$ cat src/rtl/mbus_tx_arbiter_pkg.sv
// Shared types and widths for the MBus TX arbiter.
// Node-side word widths mirror the regular node's ADDR/DATA ports.
package mbus_tx_arbiter_pkg;

    localparam int ADDR_WIDTH  = 8;
    localparam int DATA_WIDTH  = 32;
    localparam int NUM_REQ_MIN = 2;
    localparam int NUM_REQ_MAX = 8;

    typedef enum logic [2:0] {
        IDLE  = 3'd0,
        WREQ  = 3'd1,
        WACK  = 3'd2,
        WNEXT = 3'd3,
        WRESP = 3'd4,
        WDONE = 3'd5
    } arb_state_t;

endpackage

$ cat src/rtl/mbus_rr_picker.sv
// Combinational priority-then-round-robin winner selection.
// The search starts at the requester just above the last grant.
module mbus_rr_picker
    import mbus_tx_arbiter_pkg::*;
#(
    parameter int NUM_REQ     = 4,
    parameter int OWNER_WIDTH = 2
) (
    input  logic [NUM_REQ-1:0]     req_i,
    input  logic [NUM_REQ-1:0]     prio_i,
    input  logic [OWNER_WIDTH-1:0] last_i,
    output logic [OWNER_WIDTH-1:0] idx_o,
    output logic                   valid_o
);

    logic [NUM_REQ-1:0]     cand;
    logic [OWNER_WIDTH-1:0] j;

    always_comb begin
        cand    = (|(req_i & prio_i)) ? (req_i & prio_i) : req_i;
        idx_o   = '0;
        valid_o = 1'b0;
        j       = '0;
        for (int k = 1; k <= NUM_REQ; k++) begin
            j = OWNER_WIDTH'((int'(last_i) + k) % NUM_REQ);
            if (!valid_o && cand[j]) begin
                valid_o = 1'b1;
                idx_o   = j;
            end
        end
    end

endmodule

$ cat src/rtl/mbus_tx_arbiter.sv
// Shares one MBus node TX port among NUM_REQ local requesters.
// Owner keeps the grant for the whole message, bursts included.
module mbus_tx_arbiter
    import mbus_tx_arbiter_pkg::*;
#(
    parameter int NUM_REQ     = 4,
    parameter int OWNER_WIDTH = 2
) (
    input  logic                          CLKIN,
    input  logic                          RESETn,
    input  logic [NUM_REQ*ADDR_WIDTH-1:0] REQ_ADDR,
    input  logic [NUM_REQ*DATA_WIDTH-1:0] REQ_DATA,
    input  logic [NUM_REQ-1:0]            REQ_PEND,
    input  logic [NUM_REQ-1:0]            REQ_TX,
    input  logic [NUM_REQ-1:0]            REQ_PRIORITY,
    output logic [NUM_REQ-1:0]            REQ_ACK,
    output logic [NUM_REQ-1:0]            REQ_SUCC,
    output logic [NUM_REQ-1:0]            REQ_FAIL,
    input  logic [NUM_REQ-1:0]            REQ_RESP_ACK,
    output logic [ADDR_WIDTH-1:0]         TX_ADDR,
    output logic [DATA_WIDTH-1:0]         TX_DATA,
    output logic                          TX_PEND,
    output logic                          TX_REQ,
    output logic                          PRIORITY,
    input  logic                          TX_ACK,
    input  logic                          TX_SUCC,
    input  logic                          TX_FAIL,
    output logic                          TX_RESP_ACK,
    output logic                          BUSY,
    output logic [OWNER_WIDTH-1:0]        OWNER
);

    logic [ADDR_WIDTH-1:0] addr_a [NUM_REQ];
    logic [DATA_WIDTH-1:0] data_a [NUM_REQ];

    for (genvar g = 0; g < NUM_REQ; g++) begin : g_unpack
        assign addr_a[g] = REQ_ADDR[g*ADDR_WIDTH +: ADDR_WIDTH];
        assign data_a[g] = REQ_DATA[g*DATA_WIDTH +: DATA_WIDTH];
    end

    arb_state_t             state_q, state_d;
    logic [OWNER_WIDTH-1:0] owner_q, owner_d;
    logic [OWNER_WIDTH-1:0] last_q, last_d;
    logic [ADDR_WIDTH-1:0]  tx_addr_q, tx_addr_d;
    logic [DATA_WIDTH-1:0]  tx_data_q, tx_data_d;
    logic                   tx_pend_q, tx_pend_d;
    logic                   tx_req_q, tx_req_d;
    logic                   prio_q, prio_d;
    logic [NUM_REQ-1:0]     req_ack_q, req_ack_d;
    logic [NUM_REQ-1:0]     req_succ_q, req_succ_d;
    logic [NUM_REQ-1:0]     req_fail_q, req_fail_d;
    logic                   resp_ack_q, resp_ack_d;
    logic                   busy_q, busy_d;

    logic [OWNER_WIDTH-1:0] win_idx;
    logic                   win_valid;

    mbus_rr_picker #(
        .NUM_REQ     (NUM_REQ),
        .OWNER_WIDTH (OWNER_WIDTH)
    ) u_picker (
        .req_i   (REQ_TX),
        .prio_i  (REQ_PRIORITY),
        .last_i  (last_q),
        .idx_o   (win_idx),
        .valid_o (win_valid)
    );

    always_ff @(posedge CLKIN or negedge RESETn) begin
        if (!RESETn) begin
            state_q    <= IDLE;
            owner_q    <= '0;
            last_q     <= OWNER_WIDTH'(NUM_REQ - 1);
            tx_addr_q  <= '0;
            tx_data_q  <= '0;
            tx_pend_q  <= 1'b0;
            tx_req_q   <= 1'b0;
            prio_q     <= 1'b0;
            req_ack_q  <= '0;
            req_succ_q <= '0;
            req_fail_q <= '0;
            resp_ack_q <= 1'b0;
            busy_q     <= 1'b0;
        end else begin
            state_q    <= state_d;
            owner_q    <= owner_d;
            last_q     <= last_d;
            tx_addr_q  <= tx_addr_d;
            tx_data_q  <= tx_data_d;
            tx_pend_q  <= tx_pend_d;
            tx_req_q   <= tx_req_d;
            prio_q     <= prio_d;
            req_ack_q  <= req_ack_d;
            req_succ_q <= req_succ_d;
            req_fail_q <= req_fail_d;
            resp_ack_q <= resp_ack_d;
            busy_q     <= busy_d;
        end
    end

    always_comb begin
        state_d    = state_q;
        owner_d    = owner_q;
        last_d     = last_q;
        tx_addr_d  = tx_addr_q;
        tx_data_d  = tx_data_q;
        tx_pend_d  = tx_pend_q;
        tx_req_d   = tx_req_q;
        prio_d     = prio_q;
        req_ack_d  = req_ack_q;
        req_succ_d = req_succ_q;
        req_fail_d = req_fail_q;
        resp_ack_d = resp_ack_q;
        busy_d     = busy_q;
        unique case (state_q)
            IDLE: begin
                if (win_valid) begin
                    owner_d   = win_idx;
                    tx_addr_d = addr_a[win_idx];
                    tx_data_d = data_a[win_idx];
                    tx_pend_d = REQ_PEND[win_idx];
                    prio_d    = REQ_PRIORITY[win_idx];
                    tx_req_d  = 1'b1;
                    busy_d    = 1'b1;
                    state_d   = WREQ;
                end
            end
            WREQ: begin
                if (TX_FAIL) begin
                    tx_req_d = 1'b0;
                    state_d  = WRESP;
                end else if (TX_ACK) begin
                    req_ack_d[owner_q] = 1'b1;
                    state_d            = WACK;
                end
            end
            WACK: begin
                if (!REQ_TX[owner_q]) begin
                    tx_req_d = 1'b0;
                end
                if (!tx_req_q && !TX_ACK) begin
                    req_ack_d[owner_q] = 1'b0;
                    state_d = tx_pend_q ? WNEXT : WRESP;
                end
            end
            WNEXT: begin
                // Only the owner may continue; others wait for IDLE.
                if (TX_FAIL) begin
                    state_d = WRESP;
                end else if (REQ_TX[owner_q]) begin
                    tx_addr_d = addr_a[owner_q];
                    tx_data_d = data_a[owner_q];
                    tx_pend_d = REQ_PEND[owner_q];
                    tx_req_d  = 1'b1;
                    state_d   = WREQ;
                end
            end
            WRESP: begin
                if (TX_FAIL) begin
                    req_fail_d[owner_q] = 1'b1;
                    state_d             = WDONE;
                end else if (TX_SUCC) begin
                    req_succ_d[owner_q] = 1'b1;
                    state_d             = WDONE;
                end
            end
            WDONE: begin
                if (REQ_RESP_ACK[owner_q]) begin
                    resp_ack_d = 1'b1;
                end
                if (!TX_SUCC && !TX_FAIL) begin
                    req_succ_d = '0;
                    req_fail_d = '0;
                    resp_ack_d = 1'b0;
                    if (!REQ_RESP_ACK[owner_q]) begin
                        last_d  = owner_q;
                        busy_d  = 1'b0;
                        state_d = IDLE;
                    end
                end
            end
            default: state_d = IDLE;
        endcase
    end

    assign REQ_ACK     = req_ack_q;
    assign REQ_SUCC    = req_succ_q;
    assign REQ_FAIL    = req_fail_q;
    assign TX_ADDR     = tx_addr_q;
    assign TX_DATA     = tx_data_q;
    assign TX_PEND     = tx_pend_q;
    assign TX_REQ      = tx_req_q;
    assign PRIORITY    = prio_q;
    assign TX_RESP_ACK = resp_ack_q;
    assign BUSY        = busy_q;
    assign OWNER       = owner_q;

endmodule

$ cat config.mk
export PLATFORM = sky130hd
export DESIGN_NAME = mbus_tx_arbiter
export DESIGN_NICKNAME = d
export VERILOG_FILES = /design/src/rtl/mbus_tx_arbiter_pkg.sv /design/src/rtl/mbus_rr_picker.sv /design/src/rtl/mbus_tx_arbiter.sv
export SDC_FILE = /design/constraint.sdc
export NUM_CORES = 1
export LEC_CHECK = 0
export BUFFER_PORTS_ARGS = -buffer_cell sky130_fd_sc_hd__buf_2
export CORE_AREA = 2 2 114 116
export CTS_CLUSTER_DIAMETER = 150
export DETAILED_ROUTE_END_ITERATION = 10
export DIE_AREA = 0 0 116 118
export PLACE_DENSITY_LB_ADDON = 0.12
export SETUP_SLACK_MARGIN = 0.2
export SYNTH_ARGS = -nofsm -noshare
export SYNTH_HDL_FRONTEND = slang
export SYNTH_SLANG_ARGS = --single-unit
$ cat constraint.sdc
create_clock -name CLKIN -period 2.22 [get_ports CLKIN]
set_input_delay 0 -clock CLKIN [delete_from_list [all_inputs] [get_ports CLKIN]]
set_output_delay 0 -clock CLKIN [all_outputs]
set_load 0.02 [all_outputs]
## Yosys cells after proc, flatten, opt, wreduce, memory -nomap -nowiden

Cells that the tools add are included.

| cells by class | value |
|---|---|
| bitwise logic cells | 9 |
| $lt $le $gt $ge | 9 |
| reduce and logical (&&, ||, !) cells | 31 |
| multiplexer cells | 86 |
| eq/ne operators | 21 |
| add/sub/neg operators | 4 |

Operator list:

| cell | number |
|---|---|
| 32-bit two-way mux | 7 |
| 32-bit binary-select mux with 2-bit select | 2 |
| 32-bit one-hot mux with 2 select lines | 1 |
| 8-bit two-way mux | 7 |
| 3-bit two-way mux | 11 |
| 8-bit binary-select mux with 2-bit select | 2 |
| 4-bit two-way mux | 8 |
| 1-bit two-way mux | 26 |
| 2-bit inequality test (second input constant) | 12 |
| 4-bit one-hot mux with 2 select lines | 3 |
| 1-bit binary-select mux with 2-bit select | 9 |
| 2-bit by 3-bit less-than comparator with 1-bit output (second input constant) | 6 |
| 3-bit one-hot mux with 6 select lines | 1 |
| 8-bit one-hot mux with 2 select lines | 1 |
| 4-bit AND reduction | 4 |
| 4-bit bitwise OR | 3 |
| 2-bit nonzero test | 5 |
| 3-bit inequality test (second input constant) | 3 |
| 4-bit bitwise AND | 2 |
| 2-bit two-way mux | 4 |
| 1-bit logical NOT | 7 |
| 7-bit AND reduction | 1 |
| 3-bit by 2-bit equality test with 1-bit output (second input constant) | 2 |
| 3-bit equality test (second input constant) | 2 |
| other kinds (19) | 31 |

| word-level totals | value |
|---|---|
| logic and storage cells | 173 |
| flip-flop bits (word level) | 64 |
| output and inout port bits | 59 |

## Depth between registers and ports, before layout

Gate-level depths: netlist (run 1).

| depth | value |
|---|---|
| depth after elaboration | 21 |
| mapped depth | 10 |

## By module

A second synthesis (run 1) with hierarchy kept.

| second synthesis, totals | value |
|---|---|
| cells, all modules | 446 |
| area total of the unflattened synthesis | 5337.6 um2 |

Modules (own cells, without submodules):

| module | area each (um2) | cells an instance | seq. area each (um2) | instances |
|---|---|---|---|---|
| mbus_tx_arbiter | 5098.6 | 408 | 1604.0 | 1 |
| mbus_rr_picker | 239.0 | 38 | 0.0 | 1 |

## Least setup slack after synthesis (run 1)

No wires, ideal clock.

| timing | value |
|---|---|
| path kind | register -> register |
| from | register owner_q[0] (netlist: OWNER[0]) |
| to | register tx_addr_q[7] (netlist: TX_ADDR[7]) |
| stages on the path, launching flop included | 7 |
| required time | 2099 ps |
| arrival | 2117 ps |
| period minus slack after synthesis | 2238 ps |
| setup time | 121 ps |
| path slack | -18 ps |
| cells stage by stage | dfrtp_1 clkbuf_1 buf_1 mux4_2 nand2_1 nand3_1 o22a_1 |

| between the ends | value |
|---|---|
| word-level cells in the longest chain between the ends | 7 |
| elaborated cells on any way between the ends | 11 |
| those cells by class | eq/ne: 1; mux: 8; bitwise: 1; reduce/logical: 1 |

RTL lines:

| what | RTL line | text |
|---|---|---|
| start, declared | mbus_tx_arbiter.sv:42 | `logic [OWNER_WIDTH-1:0] owner_q, owner_d;` |
| start signal, assigned | mbus_tx_arbiter.sv:86 | `owner_q <= owner_d;` |
| 2-bit inverter with 3-bit output (implied by the code) | mbus_tx_arbiter.sv:151 | `tx_addr_d = addr_a[owner_q];` |
| 8-bit binary-select mux with 2-bit select | mbus_tx_arbiter.sv:151 |  |
| 8-bit two-way mux (implied by the code) (2 in a row) | mbus_tx_arbiter.sv:151 |  |
| 8-bit two-way mux | mbus_tx_arbiter.sv:150 | `end else if (REQ_TX[owner_q]) begin` |
| 8-bit two-way mux | mbus_tx_arbiter.sv:148 | `if (TX_FAIL) begin` |
| 8-bit one-hot mux with 2 select lines | mbus_tx_arbiter.sv:115 | `unique case (state_q)` |
| end signal, assigned | mbus_tx_arbiter.sv:88 | `tx_addr_q <= tx_addr_d;` |
| end, declared | mbus_tx_arbiter.sv:44 | `logic [ADDR_WIDTH-1:0] tx_addr_q, tx_addr_d;` |

Parallel ways exist; a longest one is shown, timed or not. The select of a mux whose other input is x is not followed.
A chain may end at the register's enable or synchronous reset.

## Worst setup path after layout (run 1)

| timing | value |
|---|---|
| from | register last_q[1] |
| to | register tx_data_q[23] (netlist: TX_DATA[23]) |

| between the ends | value |
|---|---|
| word-level cells in the longest chain between the ends | 19 |
| elaborated cells on any way between the ends | 34 |
| those cells by class | add/sub: 4; eq/ne: 1; mux: 21; bitwise: 1; reduce/logical: 7 |

RTL lines:

| what | RTL line | text |
|---|---|---|
| start, declared | mbus_tx_arbiter.sv:43 | `logic [OWNER_WIDTH-1:0] last_q, last_d;` |
| start signal, assigned | mbus_tx_arbiter.sv:73 | `last_q <= OWNER_WIDTH'(NUM_REQ - 1);` |
| start signal, assigned | mbus_tx_arbiter.sv:87 | `last_q <= last_d;` |
| 2-bit by 1-bit adder with 2-bit output | mbus_rr_picker.sv:25 | `j = OWNER_WIDTH'((int'(last_i) + k) % NUM_REQ);` |
| 1-bit binary-select mux with 2-bit select | mbus_rr_picker.sv:26 | `if (!valid_o && cand[j]) begin` |
| 1-bit two-way mux (implied by the code) | mbus_rr_picker.sv:26 |  |
| 1-bit two-way mux | mbus_rr_picker.sv:26 |  |
| 1-bit logical NOT | mbus_rr_picker.sv:26 |  |
| 1-bit logical AND | mbus_rr_picker.sv:26 |  |
| 1-bit two-way mux | mbus_rr_picker.sv:26 |  |
| 1-bit logical NOT | mbus_rr_picker.sv:26 |  |
| [2 not listed] | -- |  |
| 1-bit logical NOT | mbus_rr_picker.sv:26 |  |
| 1-bit logical AND | mbus_rr_picker.sv:26 |  |
| 2-bit two-way mux | mbus_rr_picker.sv:26 |  |
| 2-bit inverter with 3-bit output (implied by the code) | mbus_tx_arbiter.sv:120 | `tx_data_d = data_a[win_idx];` |
| 32-bit binary-select mux with 2-bit select | mbus_tx_arbiter.sv:120 |  |
| 32-bit two-way mux (implied by the code) (2 in a row) | mbus_tx_arbiter.sv:120 |  |
| 32-bit two-way mux | mbus_tx_arbiter.sv:117 | `if (win_valid) begin` |
| 32-bit one-hot mux with 2 select lines | mbus_tx_arbiter.sv:115 |  |
| end signal, assigned | mbus_tx_arbiter.sv:89 | `tx_data_q <= tx_data_d;` |
| end, declared | mbus_tx_arbiter.sv:45 | `logic [DATA_WIDTH-1:0] tx_data_q, tx_data_d;` |

Parallel ways exist; a longest one is shown, timed or not. The select of a mux whose other input is x is not followed.

==> results of run 1 <==
==> cells in the final DEF (no fill, tap or decap), types with 2 or more instances in the layout <==
cell type  netlist  final
buf_2           20    239
nand3_1         81     80
dfrtp_1         62     60
nand2_1         53     52
inv_1           46     45
mux4_2          44     44
o22a_1          42     42
o22ai_1         41     41
mux2i_1         42     40
buf_4            4     27
nor2_1          18     18
o21ai_0         15     14
a21oi_1         14     13
clkbuf_16        0     13
buf_12           0     10
nor2b_1          5      5
mux2_2           6      5
inv_6            0      5
buf_16           0      5
nor3_1           4      4
o21ai_1          3      4
a21boi_0         3      3
o211ai_1         3      3
nand2b_1         3      2
a22oi_1          2      2
a222oi_1         2      2
nor3b_2          1      2
o21a_1           2      2
mux2i_2          0      2
a31oi_1          2      2
o31ai_1          3      2
dfstp_2          2      2
buf_6            0      2
buf_8            0      2
==> cell families (layout without fill, tap and decap cells) <==
kind of cell | count (synthesis) | in the layout | synth area share [%]
AO/OA/AOI/OAI | 145 | 145 | 19.5
XOR/XNOR | 1 | 1 | 0.163
buffers and inverters | 99 | 352 | 7.67
flip-flops | 64 | 64 | 29.9
multiplexers | 92 | 92 | 27.6
AND/OR/NAND/NOR | 173 | 173 | 15.2
==> path summary, 6_finish.rpt <==
path,endpoint,slack (ps),cells after the start
min,TX_DATA[18]$_DFFE_PN0P_,40,4
max,TX_DATA[23]$_DFFE_PN0P_,70,10
min in group asynchronous,TX_DATA[19]$_DFFE_PN0P_,180,2
max reg2reg,TX_DATA[23]$_DFFE_PN0P_,70,10
min reg2reg,REQ_SUCC[3]$_DFFE_PN0P_,490,2
max in group asynchronous,TX_DATA[11]$_DFFE_PN0P_,1370,3
==> cell type report <==
type                    count  share of cell area, %
multi-input cells         411                   45.1
repair buffers            290                   25.0
flip-flops and latches     64                   21.1
clock buffers               9                   2.96
well taps                 172                   2.83
inverters                  46                   2.27
clock inverters             7                  0.789
==> repair_timing <==
action	in CTS	in global routing
pin swaps	1	28
buffers inserted	9	8
setup endpoints to repair	41	43
resized for setup	6	15
hold buffers	1	0
endpoints found under the hold margin	18	0
gates cloned	5	4
==> power by group through the flow <==
stage,Clock (W),Combinational (W),Sequential (W)
final,0.00137,0.00710,0.00215
after global routing,0.00145,0.00758,0.00222
after floorplan,0,0.00378,0.00276
after CTS,0.00139,0.00673,0.00215
after global placement,0,0.00603,0.00216
after detailed placement,0,0.00615,0.00217
==> worst max-delay path, cell delays in order (launching register included) <==
cell and delay [ps]:
dfstp_2 570, nor2_1 50, o211ai_1 160, o311ai_4 180, a21oi_4 170, buf_12 150
buf_8 110, clkbuf_16 150, mux2i_1 210, o22ai_1 100, o22a_1 160
==> per-stage QoR <==
step / area (sq um) / total power [W] / utilization (%) / setup WS, ps / hold slack [ps]
2_1_floorplan: 5400 / 0.00653 / - / 182 / -296
6_report: 7610 / 0.0106 / 61.3 / 67.6 / 43.1
3_5_place_dp: 6850 / 0.00832 / 55.2 / 81.2 / 1.25
4_1_cts: 7400 / 0.0103 / 59.6 / 121 / 40.7
5_1_grt: 7610 / 0.0113 / 61.3 / 0.475 / 54.6
3_3_place_gp: 6850 / 0.00819 / 55.2 / 147 / 13.6
==> registers in the layout (all words and copies together), names as in the netlist, named ones only <==
name         cells
PRIORITY         1
last_q           2
REQ_SUCC         4
TX_DATA         32
TX_ADDR          8
REQ_FAIL         4
BUSY             1
TX_RESP_ACK      1
state_q          3
OWNER            2
TX_REQ           1
TX_PEND          1
==> metal layers <==
layer / share of wire (%) / up-vias / wire length [microns]
met5: 0 / - / 0
met4: 2.5 / 0 / 469
met3: 7.1 / 40 / 1340
met2: 49 / 296 / 9270
met1: 41 / 2849 / 7840
li1: - / 2675 / -
==> metrics.md, run 1 <==
| Metric | Value |
|---|---|
| Run status | `completed` |
| Antenna diodes | `0` |
| Final estimated routing congestion in global placement | `0.837` |
| Mean Syn Cell Area | `9.35 sq um` |
| Setup Viol. Count Final | `0` |
| Yosys Warn Count | `0` |
| Die H | `118 microns` |
| Layout Skew | `between 9 and 10 ps` |
| Max-slew violations | `0` |
| Sequential share of power | `between 20% and 30%` |
| Crit path required time | `about 2400 ps` |
| Net Sw Power | `about 0.0047 W` |
| Vias | `slightly below 6000` |
| Logic pwr share | `between 60% and 70%` |
| Area of the multi-input gates | `around 0.0034 sq mm` |
| RSZ-0062 raised after global routing | `yes` |
| Most instantiated cells after synthesis | `nand3_1, dfrtp_1, nand2_1` |
| Synth top area cells | `dfrtp_1, mux4_2, mux2i_1, nand3_1, o22a_1` |
| Clock sinks | `64` |
| Drt drc | `0` |
| Detail Route Antenna Nets | `0` |
| Synth-to-Final Area Change | `41.8%` |
| Synth Register Bits | `64` |
| Antenna violations before repair | `0` |
| Crit. Startpoint | `last_q[1]$_DFFE_PN1P_` |
| Met3 Use GR | `4.38%` |
| Clock transition at the registers of the reported paths | `roughly 60 ps` |
| Largest net degree at the start of global routing | `42` |
| Total count of hold-check failures in the final report | `0` |
| Slew headroom | `approximately 60%` |
| Tcrit/Tclk final | `between 90 and 100%` |
| Critical path class | `flip-flop to flip-flop` |
| GR Util met1 | `~33%` |
| Maximum vdd drop | `732 uV` |
| Pleak | `around 3.4 nW` |
| I/O pin cnt | `240` |
| Unique masters post-synth | `50` |
| Reg area | `0.00161 sq mm` |
| Worst-path fanout max | `7` |
| NumNets Final | `1003` |
| FMAX | `about 0.46 GHz` |
| Post-DP HPWL | `between 10 and 15 mm` |
| Die area | `0.0137 sq mm` |
| Synth top area share | `28.9%` |
| Top cell type by total area after synthesis | `dfrtp_1` |
| CTS tree | `built` |
| DR iter-0 viols | `about 540` |
| Vias in the first global route | `just under 6000` |
| Sw Share | `44.0%` |
| Async S/R FF share, synth | `between 90% and 100%` |
| # fillers | `roughly 1100` |
| Pre-antenna DRT Iters | `5` |
| P per Cell Area | `about 1400 mW/mm^2` |
| Final wirelength | `between 15 and 20 mm` |
| Number of CTS-inserted buffers | `9` |
| Starting density of the core | `about 43%` |
| First-pass GRT wire length | `28.9 mm` |
| GR Overflow Total | `0` |
| Final min period | `~2200 ps` |
| Most used DFF post-synth | `dfrtp_1` |
| Die Width | `~120 microns` |
| Critical Path AT | `2370 ps` |
| IO Port Bufs | `239` |
| Dpl cells | `between 900 and 1000` |
| Gate Count Post-Synth | `approximately 570` |
| H-tree depth | `3` |
| Core area | `between 0.01 and 0.015 sq mm` |
| Total GRT Usage | `26.6%` |
| Drt wl/cell | `~19 microns` |
| Clock insertion delay at the later pin of the skew report | `~330 ps` |
| Slew of the pin with the lowest slew margin | `~600 ps` |
| Crit end category | `flip-flop` |
| Cell with the most instances after synthesis | `nand3_1` |
| Type of origin of the critical path | `flip-flop` |
| Pint | `between 0.005 and 0.006 W` |
| Max-cap violations | `0` |
| Busiest layer in global routing | `met2` |
| Share of layout cells above drive strength 1 | `a little under half` |
| Clock power frac | `between 10% and 20%` |
| Mapped Area | `approximately 0.0054 sq mm` |
| Hold path start | `REQ_DATA[18]` |
| Number of synthesized flops with an enable pin | `0` |
| DR vias/cell | `just under 6` |
| Root Driver | `clkbuf_16` |
| Row count | `41` |
| Non-Filler Instances | `999` |
| Met2 Use GR | `46.5%` |
| Post-synth net total | `about 760` |
| Worst min path class | `primary input to flip-flop` |
| Register area share after synthesis | `about 30%` |
| Final setup TNS | `0 ps` |
| CTS max path bufs | `2` |
| RR Startpoint | `last_q[1]$_DFFE_PN1P_` |
Note: power is estimated with default switching activity, not from simulation.
==> run 2: changes to the inputs <==
--- a/config.mk
+++ b/config.mk
@@ -11,7 +11,6 @@
 export DETAILED_ROUTE_END_ITERATION = 10
 export DIE_AREA = 0 0 116 118
 export PLACE_DENSITY_LB_ADDON = 0.12
-export SETUP_SLACK_MARGIN = 0.2
 export SYNTH_ARGS = -nofsm -noshare
 export SYNTH_HDL_FRONTEND = slang
 export SYNTH_SLANG_ARGS = --single-unit
==> metrics.md, run 2 (synthesis results as in run 1) <==
| Metric | Value |
|---|---|
| GR Overflow Total | `0` |
| Detail Route Antenna Nets | `0` |
| Critical Path AT | `about 2400 ps` |
| Total count of hold-check failures in the final report | `0` |
| First-pass GRT wire length | `around 29 mm` |
| Clock transition at the registers of the reported paths | `around 60 ps` |
| Share of layout cells above drive strength 1 | `between 40% and 50%` |
| Total GRT Usage | `a little over a quarter` |
| Pleak | `3.37 nW` |
| Max-cap violations | `0` |
| Met2 Use GR | `44.1%` |
| Die area | `between 0.01 and 0.015 sq mm` |
| H-tree depth | `3` |
| Critical path class | `flip-flop to flip-flop` |
| Worst-path fanout max | `6` |
| DP Area | `between 0.006 and 0.007 sq mm` |
| Cell area after layout | `approximately 0.0075 sq mm` |
| FMAX | `between 0.4 and 0.5 GHz` |
| Max-slew violations | `0` |
| Final min period | `about 2100 ps` |
| Slew of the pin with the lowest slew margin | `607 ps` |
| DR iter-0 viols | `~500` |
| IO Port Bufs | `239` |
| DR vias/cell | `5.96` |
| I/O pin cnt | `between 200 and 250` |
| Clock insertion delay at the later pin of the skew report | `between 300 and 400 ps` |
| Most frequent cells in the layout | `buf_2, nand3_1, dfrtp_1, nand2_1, inv_1` |
| Antenna violations before repair | `4` |
| CTS tree | `built` |
| CTS max path bufs | `2` |
| Core area | `~0.012 sq mm` |
| Row count | `a little over 40` |
| GR Util met1 | `between 30% and 40%` |
| Max reg flops | `32` |
| Crit path required time | `2440 ps` |
| Number of CTS-inserted buffers | `9` |
| CP Cell Sequence | `nor2_2 -> o211ai_1 -> o311ai_2 -> a21oi_4 -> buf_12 -> nand2b_4 -> clkbuf_16 -> o22ai_2 -> o22a_1` |
| Clock sinks | `between 60 and 70` |
| Busiest layer in global routing | `met2` |
| NumNets Final | `989` |
| Fin worst setup slack | `about 76 ps` |
| Vias in the first global route | `between 5000 and 6000` |
| Layout Skew | `slightly below 7 ps` |
| CP bufs+invs | `2` |
| Maximum vdd drop | `around 840 uV` |
| CP top delay family | `compound AO/OA/AOI/OAI gates` |
| Final wirelength | `~19 mm` |
| Synth-to-Final Area Change | `39.4%` |
| Type of origin of the critical path | `flip-flop` |
| Met3 Use GR | `under 10%` |
| Pre-antenna DRT Iters | `5` |
| Drt wl/cell | `between 15 and 20 microns` |
| Tcrit/Tclk final | `around 97%` |
| Run status | `completed` |
| Starting density of the core | `between 40% and 50%` |
| Worst slack at placement | `approximately 70 ps` |
| P per Cell Area | `1380 mW/mm^2` |
| Die H | `about 120 microns` |
| Setup Viol. Count Final | `0` |
| Largest net degree at the start of global routing | `65` |
| Most common cell after layout, fill and taps aside | `buf_2` |
| Drt drc | `0` |
| Root Driver | `clkbuf_16` |
| Die Width | `about 120 microns` |
| Final estimated routing congestion in global placement | `between 0.8 and 0.9` |
| Slowest library cell on the worst path | `dfstp_2` |
| Crit end category | `flip-flop` |
| Worst min path class | `primary input to flip-flop` |
| Vias | `5891` |
| Post-DP HPWL | `approximately 13 mm` |
| Slew headroom | `59.5%` |
| RSZ-0062 raised after global routing | `yes` |
| Slowest cell delay on critical path | `~570 ps` |
[run 2: final timing paths]
path                                    startpoint                 endpoint  depth (start not counted)  slack, ps
setup / recovery             last_q[1]$_DFFE_PN1P_   TX_DATA[3]$_DFFE_PN0P_                          9         80
hold / removal                         REQ_DATA[8]   TX_DATA[8]$_DFFE_PN0P_                          4         40
setup reg to reg             last_q[1]$_DFFE_PN1P_   TX_DATA[3]$_DFFE_PN0P_                          9         80
hold reg to reg            TX_RESP_ACK$_DFFE_PN0P_  TX_RESP_ACK$_DFFE_PN0P_                          2        490
max in group asynchronous                   RESETn    last_q[0]$_DFFE_PN1P_                          3       1690
min in group asynchronous                   RESETn  TX_DATA[16]$_DFFE_PN0P_                          3        210
[run 2: worst reg2reg max path: cells and delay by family (launching register included)]
family	cells	cell delay [ps]
simple gates	2	280
flops	1	570
compound gates	5	810
buf+inv	2	370
[run 2: layout make-up]
cell class | count | area [sq um]
antenna | 3 | 7.51
clock buffer | 10 | 239
clock inverter | 6 | 45.0
fill | 1138 | 4930
inverter | 46 | 173
multi-input combinational | 411 | 3420
sequential | 64 | 1610
tap | 172 | 215
timing repair buffer | 276 | 1770
[run 2: metrics by stage]
step | hold slack (ps) | TNS, ps | total power (W) | utilization, % | instances
finish | 44.2 | 0 | 0.0104 | 60.3 | 988
detailed placement | 50.3 | 0 | 0.00842 | 55.4 | 957
floorplan | -296 | 0 | 0.00646 | - | 574
global route | 68.6 | -1060 | 0.0110 | 60.2 | 987
CTS | 41.6 | 0 | 0.00979 | 57.7 | 974
global placement | 55.6 | 0 | 0.00827 | 55.4 | 957
[run 2: layer usage]
metal | wire length, microns | vias to the layer above
met5 | 13 | -
met4 | 428 | 2
met3 | 1580 | 35
met2 | 9500 | 302
met1 | 7820 | 2884
li1 | - | 2668
[run 2: timing repair]
item	4_1_cts	5_1_grt
hold buffers	1	0
endpoints found under the hold margin	64	0
resized for setup	0	11
setup buffers	0	2
setup endpoints to repair	0	25
[run 2: power by group]
part	switching (W)	leakage, nW	internal (W)
clock network	0.000564	0.131	0.000787
logic	0.00366	2.51	0.00319
registers	0.000370	0.733	0.00179
==> run 3: changes to the inputs <==
--- a/config.mk
+++ b/config.mk
@@ -10,7 +10,10 @@
 export CTS_CLUSTER_DIAMETER = 150
 export DETAILED_ROUTE_END_ITERATION = 10
 export DIE_AREA = 0 0 116 118
+export GPL_ROUTABILITY_DRIVEN = 1
 export PLACE_DENSITY_LB_ADDON = 0.12
+export REMOVE_ABC_BUFFERS = 1
 export SYNTH_ARGS = -nofsm -noshare
 export SYNTH_HDL_FRONTEND = slang
 export SYNTH_SLANG_ARGS = --single-unit
+export TNS_END_PERCENT = 30
==> metrics.md, run 3 (synthesis results as in run 1) <==
| Metric | Value |
|---|---|
| Run status | `completed` |
| Crit end category | `flip-flop` |
| Non-Filler Instances | `approximately 1000` |
| Sw Share | `a little over two fifths` |
| # fillers | `between 1000 and 1500` |
| Setup Viol. Count Final | `0` |
| Slowest cell delay on critical path | `around 560 ps` |
| Post-DP HPWL | `~13 mm` |
| CTS max path bufs | `2` |
| Die area | `about 0.014 sq mm` |
| P per Cell Area | `between 1000 and 1500 mW/mm^2` |
| Final wirelength | `~19 mm` |
| Vias in the first global route | `between 5000 and 6000` |
| Max-cap violations | `0` |
| CTS tree | `built` |
| Dpl cells | `between 900 and 1000` |
| DR vias/cell | `between 5 and 6` |
| Max-slew violations | `0` |
| Net Sw Power | `roughly 0.0045 W` |
| FMAX | `roughly 0.47 GHz` |
| Final min period | `~2100 ps` |
| Most common cell after layout, fill and taps aside | `buf_2` |
| DR iter-0 viols | `between 400 and 500` |
| I/O pin cnt | `240` |
| Maximum vdd drop | `around 670 uV` |
| Synth-to-Final Area Change | `37.2%` |
| Type of origin of the critical path | `flip-flop` |
| Clock insertion delay at the later pin of the skew report | `330 ps` |
| Clock sinks | `64` |
| Detail Route Antenna Nets | `0` |
| Core area | `~0.012 sq mm` |
| Tcrit/Tclk final | `a little over nine tenths` |
| DP Area | `roughly 0.007 sq mm` |
| Die Width | `around 120 microns` |
| Number of CTS-inserted buffers | `9` |
| Worst slack at placement | `-32.0 ps` |
| Drt drc | `0` |
| Clock power frac | `a little over an eighth` |
| Antenna violations before repair | `3` |
| Largest net degree at the start of global routing | `42` |
| Sequential share of power | `21.2%` |
| NumNets Final | `about 990` |
| Starting density of the core | `43.2%` |
| H-tree depth | `3` |
| Clock transition at the registers of the reported paths | `approximately 50 ps` |
| Vias | `just under 6000` |
| Fin worst setup slack | `99.1 ps` |
| Worst min path class | `primary input to flip-flop` |
| Row count | `just over 40` |
| Pre-antenna DRT Iters | `5` |
| Share of layout cells above drive strength 1 | `approximately 44%` |
| Most frequent cells in the layout | `buf_2, nand3_1, dfrtp_1, nand2_1, inv_1` |
| Die H | `around 120 microns` |
| RSZ-0062 raised after global routing | `yes` |
| CP Cell Sequence | `nor2_1 -> o211ai_1 -> o311ai_1 -> buf_4 -> a21oi_4 -> buf_12 -> buf_6 -> mux2i_2 -> o22ai_1 -> o22a_1` |
| Logic pwr share | `between 60% and 70%` |
| Worst-path fanout max | `14` |
| Crit path required time | `approximately 2400 ps` |
| Slowest library cell on the worst path | `dfstp_2` |
| Critical path class | `flip-flop to flip-flop` |
| Cell area after layout | `approximately 0.0074 sq mm` |
| Pleak | `3.33 nW` |
| IO Port Bufs | `about 240` |
| First-pass GRT wire length | `between 20 and 30 mm` |
| Slew of the pin with the lowest slew margin | `~670 ps` |
| Total GRT Usage | `26.5%` |
| Root Driver | `clkbuf_16` |
| Pint | `~0.0057 W` |
| Slew headroom | `55.0%` |
| Reg area | `roughly 0.0016 sq mm` |
| Area of the multi-input gates | `0.00340 sq mm` |
| Layout Skew | `just over 8 ps` |
| Critical Path AT | `~2300 ps` |
| Final estimated routing congestion in global placement | `about 0.94` |
| GR Overflow Total | `0` |
| Drt wl/cell | `about 19 microns` |
| Total count of hold-check failures in the final report | `0` |
| Max reg flops | `32` |
run 3: cell count changes in the layout (fill, tap and decap cells not counted), moves of 2 or more:
cell        before  now
buf_6            2    5
clkinvlp_4       3    1
clkbuf_16       18   12
o22ai_2          3    0
clkbuf_1         0    2
clkbuf_8         1    3
o22ai_1         38   41
clkinv_4         2    0
run 3: cell type report:
class / count / share of cell area (%)
multi-input combinational: 411 / 46.2
timing repair buffer: 274 / 22.7
sequential: 64 / 21.9
clock buffer: 14 / 3.72
tap: 172 / 2.92
inverter: 46 / 2.35
clock inverter: 2 / 0.170
antenna: 3 / 0.102
run 3: metrics by stage:
stage | hold slack (ps) | power [W] | setup TNS (ps) | util [%]
2_1_floorplan | -296 | 0.00625 | -204060 | -
3_3_place_gp | 66.5 | 0.00831 | 0 | 55.5
3_5_place_dp | 65.9 | 0.00846 | -58.9 | 55.5
4_1_cts | 37.5 | 0.00992 | 0 | 58.1
5_1_grt | 57.9 | 0.0108 | -96.6 | 59.2
6_report | 49.8 | 0.0101 | 0 | 59.3
run 3: final timing paths:
path / start / to / slack (ps) / depth (start not counted)
min reg2reg: TX_RESP_ACK$_DFFE_PN0P_ / TX_RESP_ACK$_DFFE_PN0P_ / 490 / 2
min in group asynchronous: RESETn / TX_DATA[14]$_DFFE_PN0P_ / 240 / 2
max in group asynchronous: RESETn / last_q[1]$_DFFE_PN1P_ / 1230 / 3
max reg2reg: last_q[1]$_DFFE_PN1P_ / TX_DATA[29]$_DFFE_PN0P_ / 100 / 10
max: last_q[1]$_DFFE_PN1P_ / TX_DATA[29]$_DFFE_PN0P_ / 100 / 10
min: REQ_DATA[2] / TX_DATA[2]$_DFFE_PN0P_ / 50 / 4
run 3: metal layers:
layer,GRT usage [%],part of all wire (%),wire (microns),up-vias
met3,7.21,8.1,1530,32
met1,31.7,40,7620,2845
met5,0,0.18,34,-
met2,46.1,50,9440,272
met4,8.04,1.9,360,4
li1,-,-,-,2654
run 3: worst max-delay path, delay by kind of cell (launching register included):
kind / cells / cell delay (ps)
simple gates: 1 / 50
buf+inv: 3 / 510
flops: 1 / 560
compound gates: 5 / 650
mux: 1 / 230
run 3: repair_timing:
action / CTS / global route
cloned: 0 / 3
endpoints found under the setup margin: 14 / 40
hold buffers: 1 / 0
gates resized for setup: 0 / 12
hold endpoints to repair: 25 / 0
setup buffers: 2 / 2
pin swaps: 0 / 6
run 3: power by group through the flow:
stage / Clock [W] / Combinational [W] / Sequential [W]
after floorplan: 0 / 0.00318 / 0.00307
after global placement: 0 / 0.00617 / 0.00214
after detailed placement: 0 / 0.00630 / 0.00216
after CTS: 0.00140 / 0.00637 / 0.00215
after global routing: 0.00145 / 0.00710 / 0.00221
final: 0.00138 / 0.00662 / 0.00215
